===== src/rtl/ctrl_fsm_regdst_pkg.sv =====
// ctrl_fsm_regdst_pkg
//   Shared definitions for the multi-cycle CPU control path: opcode values,
//   FSM state encoding, instruction classes and the destination-register mux
//   select codes.
//   No ports (package).
package ctrl_fsm_regdst_pkg;

  // Opcodes carried in ir[15:12]; 8..15 are undefined.
  localparam logic [3:0] OPC_NOP   = 4'd0;
  localparam logic [3:0] OPC_ALU   = 4'd1;
  localparam logic [3:0] OPC_ADDI  = 4'd2;
  localparam logic [3:0] OPC_LOAD  = 4'd3;
  localparam logic [3:0] OPC_STORE = 4'd4;
  localparam logic [3:0] OPC_JAL   = 4'd5;
  localparam logic [3:0] OPC_BEQ   = 4'd6;
  localparam logic [3:0] OPC_HALT  = 4'd7;

  // Select codes for the downstream 4:1 destination-register mux.
  localparam logic [1:0] SEL_RD   = 2'b00;
  localparam logic [1:0] SEL_RT   = 2'b01;
  localparam logic [1:0] SEL_LINK = 2'b10;
  localparam logic [1:0] SEL_ZERO = 2'b11;

  // JAL always writes the link register r7.
  localparam logic [2:0] LINK_REG = 3'b111;

  typedef enum logic [2:0] {
    ST_IDLE   = 3'd0,
    ST_FETCH  = 3'd1,
    ST_DECODE = 3'd2,
    ST_EXEC   = 3'd3,
    ST_MEM    = 3'd4,
    ST_WB     = 3'd5,
    ST_HALT   = 3'd6
  } state_e;

  typedef enum logic [3:0] {
    CLS_NOP     = 4'd0,
    CLS_ALU     = 4'd1,
    CLS_ADDI    = 4'd2,
    CLS_LOAD    = 4'd3,
    CLS_STORE   = 4'd4,
    CLS_JAL     = 4'd5,
    CLS_BEQ     = 4'd6,
    CLS_HALT    = 4'd7,
    CLS_ILLEGAL = 4'd8
  } op_class_e;

endpackage


===== src/rtl/ctrl_fsm_regdst_instr_field_decode.sv =====
// instr_field_decode
//   Combinational opcode decoder: classifies an instruction and reports the
//   destination-mux select and which optional phases (MEM, WB) it needs.
// Ports:
//   opcode_i     in  4 : instruction opcode field
//   op_class_o   out   : instruction class
//   dst_sel_o    out 2 : destination mux select (SEL_RD when no writeback)
//   needs_mem_o  out 1 : instruction visits MEM
//   needs_wb_o   out 1 : instruction visits WB
//   is_illegal_o out 1 : opcode is undefined
module instr_field_decode
  import ctrl_fsm_regdst_pkg::*;
(
  input  logic [3:0] opcode_i,
  output op_class_e  op_class_o,
  output logic [1:0] dst_sel_o,
  output logic       needs_mem_o,
  output logic       needs_wb_o,
  output logic       is_illegal_o
);

  always_comb begin
    op_class_o   = CLS_ILLEGAL;
    dst_sel_o    = SEL_RD;
    needs_mem_o  = 1'b0;
    needs_wb_o   = 1'b0;
    is_illegal_o = 1'b0;
    case (opcode_i)
      OPC_NOP:   op_class_o = CLS_NOP;
      OPC_ALU: begin
        op_class_o = CLS_ALU;
        dst_sel_o  = SEL_RD;
        needs_wb_o = 1'b1;
      end
      OPC_ADDI: begin
        op_class_o = CLS_ADDI;
        dst_sel_o  = SEL_RT;
        needs_wb_o = 1'b1;
      end
      OPC_LOAD: begin
        op_class_o  = CLS_LOAD;
        dst_sel_o   = SEL_RT;
        needs_mem_o = 1'b1;
        needs_wb_o  = 1'b1;
      end
      OPC_STORE: begin
        op_class_o  = CLS_STORE;
        needs_mem_o = 1'b1;
      end
      OPC_JAL: begin
        op_class_o = CLS_JAL;
        dst_sel_o  = SEL_LINK;
        needs_wb_o = 1'b1;
      end
      OPC_BEQ:   op_class_o = CLS_BEQ;
      OPC_HALT:  op_class_o = CLS_HALT;
      default:   is_illegal_o = 1'b1;
    endcase
  end

endmodule


===== src/rtl/ctrl_fsm_regdst.sv =====
// ctrl_fsm_regdst
//   Multi-cycle control FSM: FETCH, DECODE, EXEC, MEM, WB per instruction.
//   Latches the instruction, exposes the register-address fields and the
//   destination-mux select, and issues the writeback and PC-advance strobes.
// Ports:
//   clk, rst_n          : clock, asynchronous active-low reset
//   start               : leave IDLE
//   imem_req/ack/rdata  : instruction fetch handshake
//   dmem_req/we/ack     : data access handshake (we=1 for STORE)
//   rd/rt/rs_addr       : ir[11:9], ir[5:3], ir[8:6]
//   link_addr           : constant r7 (mux in2)
//   reg_dst_sel         : destination mux select, DECODE..WB, else 00
//   reg_we, pc_en       : one-cycle strobes (WB / re-entry into FETCH)
//   alu_op              : ir[15:12]
//   halted, illegal     : HALT state, sticky undefined-opcode flag
module ctrl_fsm_regdst
  import ctrl_fsm_regdst_pkg::*;
#(
  parameter int IW = 16
) (
  input  logic          clk,
  input  logic          rst_n,
  input  logic          start,
  output logic          imem_req,
  input  logic          imem_ack,
  input  logic [IW-1:0] imem_rdata,
  output logic          dmem_req,
  output logic          dmem_we,
  input  logic          dmem_ack,
  output logic [2:0]    rd_addr,
  output logic [2:0]    rt_addr,
  output logic [2:0]    rs_addr,
  output logic [2:0]    link_addr,
  output logic [1:0]    reg_dst_sel,
  output logic          reg_we,
  output logic          pc_en,
  output logic [3:0]    alu_op,
  output logic          halted,
  output logic          illegal
);

  state_e        state_q, state_d;
  logic [IW-1:0] ir_q, ir_d;
  logic          illegal_q, illegal_d;
  logic          imem_req_q, dmem_req_q, dmem_we_q, reg_we_q, pc_en_q, halted_q;
  logic [1:0]    reg_dst_sel_q;

  op_class_e     dec_class;
  logic [1:0]    dec_sel;
  logic          dec_mem, dec_wb, dec_illegal;

  // Decoding the next-cycle ir lets the select be valid in the very first
  // DECODE cycle; in every other state ir_d equals ir_q.
  assign ir_d = (state_q == ST_FETCH && imem_ack) ? imem_rdata : ir_q;

  instr_field_decode u_decode (
    .opcode_i     (ir_d[IW-1 -: 4]),
    .op_class_o   (dec_class),
    .dst_sel_o    (dec_sel),
    .needs_mem_o  (dec_mem),
    .needs_wb_o   (dec_wb),
    .is_illegal_o (dec_illegal)
  );

  always_comb begin
    state_d   = state_q;
    illegal_d = illegal_q;
    case (state_q)
      ST_IDLE:   if (start) state_d = ST_FETCH;
      ST_FETCH:  if (imem_ack) state_d = ST_DECODE;
      ST_DECODE: begin
        if (dec_illegal) begin
          state_d   = ST_HALT;
          illegal_d = 1'b1;
        end else if (dec_class == CLS_HALT) begin
          state_d = ST_HALT;
        end else begin
          state_d = ST_EXEC;
        end
      end
      ST_EXEC: begin
        if (dec_mem)     state_d = ST_MEM;
        else if (dec_wb) state_d = ST_WB;
        else             state_d = ST_FETCH;
      end
      ST_MEM:    if (dmem_ack) state_d = dec_wb ? ST_WB : ST_FETCH;
      ST_WB:     state_d = ST_FETCH;
      ST_HALT:   state_d = ST_HALT;
      default:   state_d = ST_IDLE;
    endcase
  end

  // All outputs are registered from the next state so they line up exactly
  // with the state they describe.
  always_ff @(posedge clk or negedge rst_n) begin
    if (!rst_n) begin
      state_q       <= ST_IDLE;
      ir_q          <= '0;
      illegal_q     <= 1'b0;
      imem_req_q    <= 1'b0;
      dmem_req_q    <= 1'b0;
      dmem_we_q     <= 1'b0;
      reg_we_q      <= 1'b0;
      pc_en_q       <= 1'b0;
      halted_q      <= 1'b0;
      reg_dst_sel_q <= SEL_RD;
    end else begin
      state_q       <= state_d;
      ir_q          <= ir_d;
      illegal_q     <= illegal_d;
      imem_req_q    <= (state_d == ST_FETCH);
      dmem_req_q    <= (state_d == ST_MEM);
      dmem_we_q     <= (state_d == ST_MEM) && (dec_class == CLS_STORE);
      reg_we_q      <= (state_d == ST_WB);
      // IDLE->FETCH is the first fetch, so the PC is not advanced.
      pc_en_q       <= (state_d == ST_FETCH) &&
                       (state_q inside {ST_EXEC, ST_MEM, ST_WB});
      halted_q      <= (state_d == ST_HALT);
      reg_dst_sel_q <= (state_d inside {ST_DECODE, ST_EXEC, ST_MEM, ST_WB})
                       ? dec_sel : SEL_RD;
    end
  end

  // Low immediate bits are consumed by the datapath, not by control.
  logic unused_imm;
  assign unused_imm = ^ir_q[2:0];

  assign imem_req    = imem_req_q;
  assign dmem_req    = dmem_req_q;
  assign dmem_we     = dmem_we_q;
  assign reg_we      = reg_we_q;
  assign pc_en       = pc_en_q;
  assign halted      = halted_q;
  assign illegal     = illegal_q;
  assign reg_dst_sel = reg_dst_sel_q;
  assign rd_addr     = ir_q[11:9];
  assign rs_addr     = ir_q[8:6];
  assign rt_addr     = ir_q[5:3];
  assign link_addr   = LINK_REG;
  assign alu_op      = ir_q[IW-1 -: 4];

endmodule


===== config.mk =====
export PLATFORM = sky130hd
export DESIGN_NAME = ctrl_fsm_regdst
export DESIGN_NICKNAME = d
export VERILOG_FILES = /design/src/rtl/ctrl_fsm_regdst_pkg.sv /design/src/rtl/ctrl_fsm_regdst_instr_field_decode.sv /design/src/rtl/ctrl_fsm_regdst.sv
export SDC_FILE = /design/constraint.sdc
export NUM_CORES = 1
export LEC_CHECK = 0
export ABC_AREA = 1
export CAP_MARGIN = 20
export CORE_MARGIN = 3
export CORE_UTILIZATION = 43
export CTS_CLUSTER_DIAMETER = 60
export DETAILED_ROUTE_END_ITERATION = 10
export HOLD_SLACK_MARGIN = 0.03
export PLACE_DENSITY = 0.79
export SKIP_LAST_GASP = 1
export SYNTH_ARGS = -nofsm -noshare
export SYNTH_HDL_FRONTEND = slang
export SYNTH_SLANG_ARGS = --single-unit

===== constraint.sdc =====
create_clock -name clk -period 1.75 [get_ports clk]
set_input_delay 0.35 -clock clk [delete_from_list [all_inputs] [get_ports clk]]
set_output_delay 0.35 -clock clk [all_outputs]
set_load 0.01 [all_outputs]

* Yosys cells after proc, flatten, opt, wreduce, memory -nomap -nowiden
Cells that the tools add are included.
** Word-level totals
- Bits in registers :: 28
- Bits of input ports :: 21
- Logic and storage cells :: 59
** Cells by class
- Equal/unequal tests :: 21
- Muxes and demuxes :: 14
- Bitwise logic cells :: 1
- Reductions and logical operators :: 12
** Operator list (number)
- one-hot mux 4 bit (8 select lines) :: 1
- == test 4 x 3 -> 1 bit, second input constant :: 6
- two-way mux 3 bit :: 7
- one-hot mux 3 bit (7 select lines) :: 1
- == test 3 bit, second input constant :: 6
- two-way mux 16 bit :: 1
- == test 3 x 2 -> 1 bit, second input constant :: 4
- == test 4 x 2 -> 1 bit, second input constant :: 2
- OR reduction 8 bit :: 1
- == test 3 x 1 -> 1 bit, second input constant :: 2
- == test 4 x 1 -> 1 bit, second input constant :: 1
- zero test 4 bit :: 1
- one-hot mux 2 bit (2 select lines) :: 1
- nonzero test 4 bit :: 1
- OR reduction 2 bit :: 2
- OR reduction 4 bit :: 1
- logical AND 1 bit :: 3
- zero test 3 bit :: 1
- nonzero test 3 bit :: 1
- two-way mux 1 bit :: 2
- two-way mux 2 bit :: 1
- AND reduction 2 bit :: 1
- inverter 1 bit :: 1

* Logic depth before layout (Yosys ltp)
Gate-level depths: netlist of the first run.
- Depth after elaboration :: 12
- Depth in mapped cells :: 13

* Modules after synthesis
From an unflattened synthesis of the first run, not the netlist that was laid out.
** Second synthesis, totals
- Cell total of the unflattened synthesis :: 123
- Area, all modules :: 1227.4 um2
** By module, submodules not included
- ctrl_fsm_regdst :: instances 1, cells each 101, area each 1129.8 um2, seq. area each 625.6 um2
- instr_field_decode :: instances 1, cells each 22, area each 97.6 um2, seq. area each 0.0 um2

* Worst setup path after synthesis of the first run
Ideal clock, no wire load.
- Path kind :: flip-flop to flip-flop
- From :: reg state_q[2]
- To :: reg reg_dst_sel_q[0], in the netlist reg_dst_sel[0]
- Data arrival time :: 1461 ps
- Required time :: 1637 ps
- Path slack :: 176 ps
- Cell stages (with the launch flop) :: 13
- Path buffers :: 0
- Cell sequence :: dfrtp_1 nor2_4 nand2_4 nand2_1 nand2_2 nand2_2 nor2_1 nor2_1 nand2_1 nand2_2 nand3b_1 nand2_1 inv_1
** Between the ends
- Longest elaborated chain between the ends :: 12
- Elaborated cells between the ends (all ways) :: 40
- Classes of those cells :: eq/ne (18); mux (14); reduce/logical (8)
** RTL lines
- from (decl) :: line ctrl_fsm_regdst.sv:42 : state_e state_q, state_d;
- from (signal assigned) :: line ctrl_fsm_regdst.sv:108 : state_q <= state_d;
- == test 3 x 1 -> 1 bit :: line ctrl_fsm_regdst.sv:54, ctrl_fsm_regdst.sv:68
- logical AND 1 bit :: line ctrl_fsm_regdst.sv:54 : assign ir_d = (state_q == ST_FETCH && imem_ack) ? imem_rdata : ir_q;
- two-way mux 16 bit :: line ctrl_fsm_regdst.sv:54
- == test 4 x 3 -> 1 bit (tied with other cells) :: line ctrl_fsm_regdst_instr_field_decode.sv:28 : case (opcode_i)
- one-hot mux 4 bit (8 select lines) or OR reduction 4 bit (tied branches)
- == test 4 x 3 -> 1 bit or two-way mux 1 bit (tied branches) :: line ctrl_fsm_regdst.sv:75, ctrl_fsm_regdst_instr_field_decode.sv:28
- two-way mux 3 bit, on equally long branches :: line ctrl_fsm_regdst.sv:75, ctrl_fsm_regdst.sv:83, ctrl_fsm_regdst.sv:86
- two-way mux 3 bit, on equally long branches :: line ctrl_fsm_regdst.sv:72, ctrl_fsm_regdst.sv:82, ctrl_fsm_regdst.sv:86
- one-hot mux 3 bit (7 select lines) :: line ctrl_fsm_regdst.sv:68 : case (state_q)
- == test 3 x 2 -> 1 bit or == test 3 bit (tied branches) :: line ctrl_fsm_regdst.sv:119 : reg_dst_sel_q <= (state_d inside {ST_DECODE, ST_EXEC, ST_MEM, ST_WB})
- nonzero test 4 bit :: line ctrl_fsm_regdst.sv:119
- two-way mux 2 bit * :: line ctrl_fsm_regdst.sv:120 : ? dec_sel : SEL_RD;
- to (signal assigned) :: line ctrl_fsm_regdst.sv:119
- to (decl) :: line ctrl_fsm_regdst.sv:46 : logic [1:0] reg_dst_sel_q;
Every way passes the cells marked *; elsewhere a longest branch is shown, timed or not.
A chain may end at the register's enable or synchronous reset.

* Worst setup path after layout of the first run
- From :: reg state_q[0]
- To :: reg pc_en_q, in the netlist pc_en
** Between the ends
- Longest elaborated chain between the ends :: 11
- Elaborated cells between the ends (all ways) :: 35
- Classes of those cells :: eq/ne (15); mux (12); reduce/logical (8)
** RTL lines
- == test 3 x 1 -> 1 bit :: line ctrl_fsm_regdst.sv:54, ctrl_fsm_regdst.sv:68
- logical AND 1 bit :: line ctrl_fsm_regdst.sv:54
- two-way mux 16 bit :: line ctrl_fsm_regdst.sv:54
- == test 4 x 3 -> 1 bit (tied with other cells) :: line ctrl_fsm_regdst_instr_field_decode.sv:28
- one-hot mux 4 bit (8 select lines) or OR reduction 4 bit (tied branches)
- == test 4 x 3 -> 1 bit or two-way mux 1 bit (tied branches) :: line ctrl_fsm_regdst.sv:75, ctrl_fsm_regdst_instr_field_decode.sv:28
- two-way mux 3 bit, on equally long branches :: line ctrl_fsm_regdst.sv:75, ctrl_fsm_regdst.sv:83, ctrl_fsm_regdst.sv:86
- two-way mux 3 bit, on equally long branches :: line ctrl_fsm_regdst.sv:72, ctrl_fsm_regdst.sv:82, ctrl_fsm_regdst.sv:86
- one-hot mux 3 bit (7 select lines) :: line ctrl_fsm_regdst.sv:68
- == test 3 x 1 -> 1 bit :: line ctrl_fsm_regdst.sv:116 : pc_en_q <= (state_d == ST_FETCH) &&
- logical AND 1 bit * :: line ctrl_fsm_regdst.sv:116
- to (signal assigned) :: line ctrl_fsm_regdst.sv:116
- to (decl) :: line ctrl_fsm_regdst.sv:45 : logic imem_req_q, dmem_req_q, dmem_we_q, reg_we_q, pc_en_q, halted_q;
Marks and branches as above.

==> metrics.yaml, run 1 <==
hold_viol: 0
yosysWarnings: 0
cts-buffers-inserted: 3
viasPerCell: 5.27
drv_cap: 0
gp_congestion: 0.984
die_area_mm2: 0.00357
crit_type: "register to register"
multiInputGateArea_um2: 617
cts.sinks: 25
p_leak_uw: 0.000968
failed_checks: "setup timing"
rsz0062_at_grt: "true"
cts_hold_buf: 0
firstDrtPassIters: 6
h-tree-depth: 1
synth_cells: 137
min_period_over_period_pct: 103
ys_seq_elements: 25
power-per-cell-area_mw_per_mm2: 1690
final_cells: 229
final_cell_area_mm2: 0.00194
grt_use_total_pct: 17.3
antenna_cells: 0
die_w_um: 59.8
tightest_slew_ns: 0.521
coreArea_mm2: 0.00261
maxSlewViolCount: 0
final_common_cell: "clkdlybuf4s50_1"
grt_first_pass_wirelength_um: 4680
fmax_mhz: 556
mostFrequentLayoutCells: "clkdlybuf4s50_1 (38), dfrtp_1 (25), nand2_1 (20), inv_1 (16)"
nets: 221
avgSynthCellArea_um2: 9.07
ys_seq_area_share_pct: 50.4
hpwlAfterDp_um: 2090
cp-end-kind: "register"
status: "finished with violations"
drtIter0Drc: 41
setup_viol: 6
clockBufferDepth: 2
finClkSkew_ns: 0.00620
die_h_um: 59.8
routed_wl_um: 3240
dp_cells: 216
critical_path_required_ns: 2.03
initial_utilization_pct: 47.6
ant_nets: 0
ir_drop_v: 0.00109
seq_area_um2: 626
cts_tree: "yes"
grt_max_degree: 26
synth_cell_types: 22
place_area_mm2: 0.00174
dpl_worst_slack_ns: -0.407
start_kind: "register"
grt_overflow: 0
port_buffers: 39
nFillCells: 188
fin_ws_ns: -0.0483
critical_path_arrival_ns: 2.08
final_util_pct: 74.4
clockRootBuffer: "clkbuf_4"
synth_area_mm2: 0.00124
wl_per_cell_um: 14.1
drive_above_1_share_pct: 36.2
clk_pin_slew_ns: 0.15
insertion_delay_ns: 0.34
core.rowCount: 18
syn_to_final_growth_pct: 56.5
slew-limit-headroom_pct: 65.0
first_global_vias: 1109
num_vias: 1207
period_minus_slack_ns: 1.80
io_pins: 46
drc_errors: 0
critPathMaxFanout: 6
hold_class: "input port to async pin"
antenna_found_initial: 0
## timing repair
item / 4_1_cts / 5_1_grt
resized for setup: 15 / 15
setup endpoints to repair: 7 / 9
pin swaps: 10 / 6
hold endpoints to repair: 0 / 0
cloned: 1 / 1
buffers inserted: 5 / 2
## state kept, by name (all words and copies together), names as in the netlist
| register | cells |
|---|---|
| state_q | 3 |
| reg_we | 1 |
| ir_q | 13 |
| dmem_req | 1 |
| dmem_we | 1 |
| pc_en | 1 |
| reg_dst_sel | 2 |
| halted | 1 |
| imem_req | 1 |
| illegal | 1 |
## Yosys cell counts, drive strengths merged
library cell,number,area share [%]
a31oi,1,0.50
a21o,1,0.60
mux2,9,8.2
nor3,2,0.81
inv,20,6.0
conb,1,0.30
nand4,1,0.50
nand2,39,14
dfrtp,25,50
nor2,16,7.0
o31ai,1,0.60
nand3b,4,2.4
nand3,12,6.0
a21oi,1,0.40
buf,4,2.2
## critical path, cell delays in order, from the launching register on
cell and delay, ns:
dfrtp_1 0.41, inv_2 0.09, nor2_4 0.24, nand2_4 0.11, nand2_1 0.09, nand2_2 0.09, nand2_4 0.10, nor2_1 0.06
nor2_1 0.10, nand2_1 0.07, nand2_2 0.10, nand4_1 0.16, nor2_1 0.12
## layer usage
layer / routed length [µm] / global-route usage, %
met1: 1290 / 19.9
met2: 1580 / 31.0
met3: 260 / 2.38
met4: 110 / 8.54
met5: 0 / 0
## cells by family after synthesis
kind of cell	Yosys count	share of synthesized area, %
AND/OR/NAND/NOR	74	30.8
flip-flops	25	50.4
buffers and inverters	24	8.26
multiplexers	9	8.16
AO/OA/AOI/OAI	4	2.12
other	1	0.302
## area by class of cell
cell class                      instances  share of cell area [%]
Clock buffer                            3                    1.16
Clock inverter                          1                   0.386
Inverter                               20                    3.86
Multi-Input combinational cell         92                    31.7
Sequential cell                        25                    32.2
Tap cell                               30                    1.93
Timing Repair Buffer                   58                    28.8
## path summary, 6_finish.rpt
kind | to | depth (start not counted) | startpoint | slack (ns)
worst max register to register | pc_en$_DFF_PN0_ | 12 | state_q[0]$_DFF_PN0_ | -0.05
max in group asynchronous | state_q[1]$_DFF_PN0_ | 2 | rst_n | 1.16
worst min-delay path | ir_q[4]$_DFFE_PN0N_ | 2 | rst_n | 0.35
worst max-delay path | pc_en$_DFF_PN0_ | 12 | state_q[0]$_DFF_PN0_ | -0.05
min in group clk | illegal$_DFFE_PN0P_ | 1 | illegal$_DFFE_PN0P_ | 0.49
worst min register to register | illegal$_DFFE_PN0P_ | 1 | illegal$_DFFE_PN0P_ | 0.49
## power by group
part | internal (µW) | switching (µW)
clock | 87.9 | 190
combinational | 1000 | 1070
sequential | 811 | 134
## metrics by stage
stage,setup TNS (ns),total power [µW],hold WS [ns]
6_report,-0.138,3290,0.349
3_5_place_dp,-3.75,2660,0.457
2_1_floorplan,0,1900,0.0544
3_3_place_gp,-3.15,2600,0.441
5_1_grt,-0.927,3500,0.375
4_1_cts,0,3090,0.360
No activity file was read; power rests on OpenSTA's default activity.
==> run 2: changes to the inputs <==
ABC_CLOCK_PERIOD_IN_PS = 1750   (was not set)
==> results of run 2 <==
The final DEF is identical to that of run 1; final timing and power are the same.
==> variant, RTL diff (config.mk and constraints of run 2) <==
`IW`: 16 -> 24.
--- a/src/rtl/ctrl_fsm_regdst.sv
+++ b/src/rtl/ctrl_fsm_regdst.sv
@@ -16,7 +16,7 @@
 module ctrl_fsm_regdst
   import ctrl_fsm_regdst_pkg::*;
 #(
-  parameter int IW = 16
+  parameter int IW = 24
 ) (
   input  logic          clk,
   input  logic          rst_n,
Ports: changed (resized imem_rdata); port bits go from 46 to 54. The function was not compared with the original's and may differ.
==> variant against run 2 <==
  * The flow still finishes with violations (negative setup slack)
  * Synthesized area grew 0.20%
  * Power grew 22%
  * Setup slack lost 99 ps
  * Count of clock-buffer cells in the layout is the same
  * Wire length grew 35%
  * Via count grew 9.7%
  * Cell area grew 9.5%
  * Sequential cell count is the same
==> variant: results (changes against run 2) <==
metric;value;unit;change
status;finished with violations;;unchanged
violations;negative setup slack;;unchanged
drive_above_1_share;43.0;%;was 36.2%
grt_use_met1;25.7;%;was 19.9%
first_global_vias;1271;;was 1109
ir_drop;0.00146;V;was 0.00109 V
path_max_fanout;8;;was 6
wl_met2;2260;microns;was 1580 microns
synthDistinctLibCells;21;;was 22
ys_seq_area_share;50.3;%;was 50.4%
tns;-814;ps;was -138 ps
holdWs;364;ps;was 349 ps
place_area;0.00178;sq mm;was 0.00174 sq mm
power.switching;1.81;mW;was 1.39 mW
drt-pass1-iter-count;4;;was 6
synth_compound_area_share;2.01;%;was 2.11%
clkTransAtPathRegs;130;ps;was 150 ps
syn_avg_cell_area;8.53;sq um;was 9.07 sq um
muxShareOfSynthArea;8.14;%;was 8.16%
post-place-ws;-460;ps;was -407 ps
synth_common_cells;36 x nand2_1, 25 x dfrtp_1, 22 x nor2_1;;was 30 x nand2_1, 25 x dfrtp_1, 18 x inv_1
grt_usage;22.1;%;was 17.3%
dr.first_iter.drc_count;55;;was 41
fin_ws;-147;ps;was -48.3 ps
met2_usage;39.0;%;was 31.0%
dpl.hpwl;2420;microns;was 2090 microns
setup_viol;8;;was 6
dpl.cell_count;228;;was 216
## variant: cell count changes after synthesis, sizes merged
cell   before  now
nor2       16   25
nand2      39   42
nand3      12   10
a21oi       1    2
a31oi       1    0
inv        20   19
## variant: worst max-delay path, stage by stage (launching register included)
cell and delay, ps:
dfrtp_1 450, nor2_4 230, buf_12 170, nand3b_1 140, nand2_2 150, nand2_4 80
nand2_4 80, nand2_1 70, nor2_1 170, nor2_2 70, nor2_4 100, nand2_2 60
nor2_2 70
## variant: layout make-up
class | instances | area (sq um)
fill | 136 | 484
clock buffer | 3 | 22.5
inverter | 19 | 71.3
timing repair buffer | 65 | 617
tap | 30 | 37.5
sequential | 25 | 626
multi-input combinational | 101 | 749
clock inverter | 1 | 5.00
## variant: timing repair
item                                    4_1_cts  5_1_grt
endpoints found under the setup margin        6        9
pin swaps                                    22       22
cloned                                        1        0
gates resized for setup                      34       27
buffers inserted                              8        3
